--- src/rtl/encoder_prio_pipe.sv ---
// Registered N-to-log2(N) priority encoder with valid/ready handshake, zero/multi-hot flags
// and a saturating multi-hot counter. Define ENCODER_ROUND_ROBIN_EN for rotating priority.
module encoder_prio_pipe #(
  parameter int N     = 16,
  parameter int IDX_W = $clog2(N),
  parameter int CNT_W = 8
) (
  input  logic             clk,
  input  logic             rst,
  input  logic             in_valid,
  output logic             in_ready,
  input  logic [N-1:0]     in_req,
  output logic             out_valid,
  input  logic             out_ready,
  output logic [IDX_W-1:0] out_idx,
  output logic             out_zero,
  output logic             out_multi,
  output logic [CNT_W-1:0] err_cnt
);

  typedef enum logic {EMPTY, FULL} state_t;

  state_t           state, state_nxt;
  logic             accept;
  logic [IDX_W-1:0] enc_idx;
  logic             enc_found;
  logic             req_zero;
  logic             req_multi;

  assign out_valid = (state == FULL);
  assign in_ready  = !out_valid || out_ready;
  assign accept    = in_valid && in_ready;
  assign req_zero  = ~|in_req;
  assign req_multi = |(in_req & (in_req - N'(1)));

  always_ff @(posedge clk or posedge rst) begin
    if (rst) state <= EMPTY;
    else     state <= state_nxt;
  end

  always_comb begin
    state_nxt = state;
    case (state)
      EMPTY:   if (accept) state_nxt = FULL;
      FULL:    if (out_ready && !in_valid) state_nxt = EMPTY;
      default: state_nxt = EMPTY;
    endcase
  end

`ifdef ENCODER_ROUND_ROBIN_EN
  logic [IDX_W-1:0] ptr;
  logic [IDX_W:0]   pos;

  // Search ascending from ptr, wrapping N-1 -> 0; the first hit wins.
  always_comb begin
    enc_idx   = '0;
    enc_found = 1'b0;
    pos       = '0;
    for (int unsigned k = 0; k < N; k++) begin
      pos = {1'b0, ptr} + (IDX_W+1)'(k);
      if (pos >= (IDX_W+1)'(N)) pos = pos - (IDX_W+1)'(N);
      if (!enc_found && in_req[pos[IDX_W-1:0]]) begin
        enc_idx   = pos[IDX_W-1:0];
        enc_found = 1'b1;
      end
    end
  end

  always_ff @(posedge clk or posedge rst) begin
    if (rst) begin
      ptr <= '0;
    end else if (accept && !req_zero) begin
      ptr <= (enc_idx == IDX_W'(N-1)) ? '0 : enc_idx + IDX_W'(1);
    end
  end
`else
  always_comb begin
    enc_idx   = '0;
    enc_found = 1'b0;
    for (int unsigned i = 0; i < N; i++) begin
      if (!enc_found && in_req[i]) begin
        enc_idx   = IDX_W'(i);
        enc_found = 1'b1;
      end
    end
  end
`endif

  always_ff @(posedge clk or posedge rst) begin
    if (rst) begin
      out_idx   <= '0;
      out_zero  <= 1'b0;
      out_multi <= 1'b0;
      err_cnt   <= '0;
    end else if (accept) begin
      out_idx   <= enc_idx;
      out_zero  <= req_zero;
      out_multi <= req_multi;
      if (req_multi && err_cnt != '1) err_cnt <= err_cnt + CNT_W'(1);
    end
  end

endmodule
--- config.mk ---
export PLATFORM = sky130hd
export DESIGN_NAME = encoder_prio_pipe
export DESIGN_NICKNAME = d
export VERILOG_FILES = /design/src/rtl/encoder_prio_pipe.sv
export SDC_FILE = /design/constraint.sdc
export NUM_CORES = 1
export LEC_CHECK = 0
export CAP_MARGIN = 25
export CORE_UTILIZATION = 36
export CTS_BUF_LIST = sky130_fd_sc_hd__clkbuf_8 sky130_fd_sc_hd__clkbuf_16
export CTS_CLUSTER_DIAMETER = 100
export CTS_CLUSTER_SIZE = 30
export DETAILED_ROUTE_END_ITERATION = 10
export GPL_TIMING_DRIVEN = 0
export PLACE_DENSITY = 0.64
export SLEW_MARGIN = 20
export SYNTH_ARGS = -nofsm -noshare
export SYNTH_HDL_FRONTEND = slang
export SYNTH_SLANG_ARGS = --single-unit
--- constraint.sdc ---
create_clock -name clk -period 2.32 [get_ports clk]
set_input_delay 0.464 -clock clk [delete_from_list [all_inputs] [get_ports clk]]
set_output_delay 0.464 -clock clk [all_outputs]
set_load 0.005 [all_outputs]
==> impl_results.md <==
* Row count at 18
* Sink count of the clock tree at 15
* Static Leakage at 0.000592 uW
* Number of H-tree levels at 1
* Clock tree from TritonCTS: built
* Wire length per cell at 13.2 um
* Antenna cells at 0
* Overall Global Routing Usage at 17.6%
* Root buffer cell: clkbuf_8
* Initial antenna violation count at 0
* Number of buffers added on ports at 35
* Int Power at 653 uW
* Cell depth of the worst hold path at 2
* Global placement routability congestion at 0.864
* Count of routing violations after the opening detailed-route iteration at 15
* Number of enable flip-flop cells after synthesis at 0
* Rel. slew slack at 62.9%
* Number of instances in the placed design at 169
* Tightest Hold Check Type: register to register
* Clock-pin slew of the registers on the worst-case setup and hold paths at 0.05 ns
* Total via count after detailed routing at 995
* Placeable core area at 2500 um^2
* RR Startpoint: err_cnt[0]$_DFFE_PP0P_
* Post-Synthesis Net Count at 125
* Synth unique cells at 35
* Worst Setup Start Kind: input pin
* Overall routed net length at 2350 um
* Deepest clock path buffer count at 2
* Via count of the first global-routing pass at 871
* Gate power share at 36.7%
* Worst R2R Path Depth at 6
* Die Y-Extent at 53.8 um
* Post-detailed-route via-to-cell ratio at 5.59
* Sequential cell area fraction in the yosys report at 38.8%
* Sequential share of power at 42.2%
* Register-to-register path setup slack at 0.45 ns
* Part of the power in the clock network at 21.1%
* Maximum number of pins on one net before global-route repair at 16
* Fraction of final layout cells with drive strength greater than 1 at 18.2%
* Reg2Reg Capture Point: err_cnt[7]$_DFFE_PP0P_
* Critical path peak fanout at 6
* Nets at 170
* Endpoint of the worst hold path: out_zero$_DFFE_PP0P_
* Remaining number of nets flagged by the antenna check after routing at 0
* Die width at 53.8 um
* Synth Register Bits at 15
* Detailed-router iteration count before antenna repair at 5
* Count of mapped cells out of synthesis at 104
* Fin cells at 178
* Final setup violating endpoints at 0
* Origin of the worst min-delay path: out_zero$_DFFE_PP0P_
* Result of the run: finished, final reports clean
* Post-detail-place hpwl at 1720 um
* Setup Crit Path Kind: input pin to register
* Tmin final at 2.25 ns
* Switching Share at 29.1%
* Highest-count cells in the layout ignoring fill and taps: clkdlybuf4s50_1 (27), dfrtp_1 (15), nor2_1 (13), a21oi_1 (9), xnor2_1 (7)
* Clock latency of the later-clocked register in the worst-skew pair at 0.24 ns
* Crit end category: register
* Clock skew after layout at 0.000742 ns
* Setup repair after global routing missed its margin: false
* Die area at 2900 um^2
* Cell area after placement at 1360 um^2
* Overflow left after global routing at 0
* Power per unit of standard cell area at 610 nW/um^2
* Measured slew at the worst slew-check pin at 0.556 ns
* Max-cap violations at 0
* Worst ir drop on vdd at 0.561 mV
* Fraction of registers with async set/reset at 100%
* Hold violation count in the final report at 0
* Fraction of the cycle the final worst path needs at 97.0%
* I/O pin count at 36
* Number of warning messages in the yosys log at 0
* Clock buffers created by TritonCTS at 3
* Max-slew violation total from the final report at 0
* Setup total negative slack at 0 ns
* Reported net switching power at 268 uW
* Post-Layout Inst Area at 1510 um^2
* Peak clock frequency supported by timing at 445 MHz
* DRC at 0
* Most frequent standard cell in the layout excluding fill and tap cells: clkdlybuf4s50_1
* Post-synthesis instance area at 967 um^2
* Starting density of the core at 38.7%
* Required time of the critical path at 2.44 ns
* Most used flip-flop cell after synthesis: dfrtp_1
* Total power at 921 uW
* Area growth from synthesis to layout at 56.1%
* Crit path DAT at 2.37 ns
* Wire length of the first global-routing pass at 3720 um
* Synthesized area per cell at 9.30 um^2
[through the flow]
step	util (%)	hold WS [ns]	worst slack, ns
floorplan	-	0.365	0.0219
global placement	54.2	0.469	-0.631
detailed placement	54.2	0.479	-0.670
CTS	59.1	0.492	0.0267
global route	60.4	0.517	0.00888
finish	60.4	0.487	0.0708
[critical path: stages]
cell,delay [ns]
clkdlybuf4s15_1,0.25
or4_4,0.50
buf_12,0.15
nor4_4,0.27
or3_4,0.20
nand4_4,0.15
nand2_4,0.10
mux2_4,0.29
[repair_timing]
item	in CTS	in global routing
hold endpoints to repair	0	0
gates resized for setup	27	6
hold buffers	0	0
setup endpoints to repair	10	5
gates cloned	0	0
buffers inserted	4	2
pin swaps	5	8
[routing by layer]
layer | vias up | track usage [%] | share of wire, % | routed length [um]
li1 | 499 | - | - | -
met1 | 449 | 23.8 | 47 | 1090
met2 | 41 | 28.6 | 46 | 1090
met3 | 6 | 2.54 | 5.1 | 119
met4 | 0 | 5.26 | 1.8 | 42
met5 | - | 0 | 0 | 0
[cell type report]
class	instances	area, um^2
Timing Repair Buffer	41	400
Tap cell	30	37.5
Clock buffer	3	41.3
Clock inverter	1	3.75
Multi-Input combinational cell	84	637
Inverter	4	15.0
Sequential cell	15	375
Fill cell	233	990
[registers in the layout (all words and copies together) (netlist names)]
name,flops
err_cnt,8
out_idx,4
out_multi,1
out_valid,1
out_zero,1
[synthesized netlist by cell type (2+ instances only)]
| master | n | area (um^2) |
|---|---|---|
| o31ai_1 | 4 | 30.0 |
| a21oi_1 | 9 | 45.0 |
| inv_1 | 4 | 15.0 |
| nand2_1 | 6 | 22.5 |
| and3_1 | 2 | 12.5 |
| xnor2_1 | 7 | 61.3 |
| nor2_1 | 13 | 48.8 |
| a211oi_1 | 2 | 15.0 |
| or4_1 | 2 | 15.0 |
| a31oi_1 | 2 | 12.5 |
| or3_1 | 2 | 12.5 |
| a2111oi_0 | 3 | 26.3 |
| dfrtp_1 | 15 | 375 |
| nand2b_1 | 2 | 12.5 |
| nor3_1 | 5 | 25.0 |
| nor4_1 | 4 | 25.0 |
| nand3_1 | 3 | 15.0 |
| nand4_1 | 2 | 12.5 |
[power by group through the flow]
stage / logic, uW / registers (uW) / clock network (uW)
floorplan: 127 / 387 / 0
global placement: 321 / 387 / 0
detailed placement: 329 / 395 / 0
CTS: 334 / 391 / 201
global route: 373 / 397 / 217
finish: 338 / 389 / 194
[cells by family after synthesis]
group / count (synthesis) / synth area share, %
AND/OR/NAND/NOR: 46 / 28.1
AO/OA/AOI/OAI: 28 / 20.7
flip-flops: 15 / 38.8
XOR/XNOR: 7 / 6.34
buffers and inverters: 5 / 2.07
multiplexers: 2 / 2.72
adder cells (fa/ha/maj): 1 / 1.29
[worst max-delay path by stage]
| stage | end | slack, ns | depth (start not counted) | from |
|---|---|---|---|---|
| final | err_cnt[1]$_DFFE_PP0P_ | 0.07 | 8 | in_req[0] |
| after global placement | err_cnt[1]$_DFFE_PP0P_ | -0.63 | 8 | in_req[1] |
| after detailed placement | err_cnt[1]$_DFFE_PP0P_ | -0.67 | 8 | in_req[1] |
| after global routing | err_cnt[1]$_DFFE_PP0P_ | 0.009 | 8 | in_req[0] |
| after CTS | err_cnt[1]$_DFFE_PP0P_ | 0.03 | 7 | in_req[4] |
| after floorplan | err_cnt[1]$_DFFE_PP0P_ | 0.02 | 7 | in_req[0] |
Power figures use the tool's default switching activity.
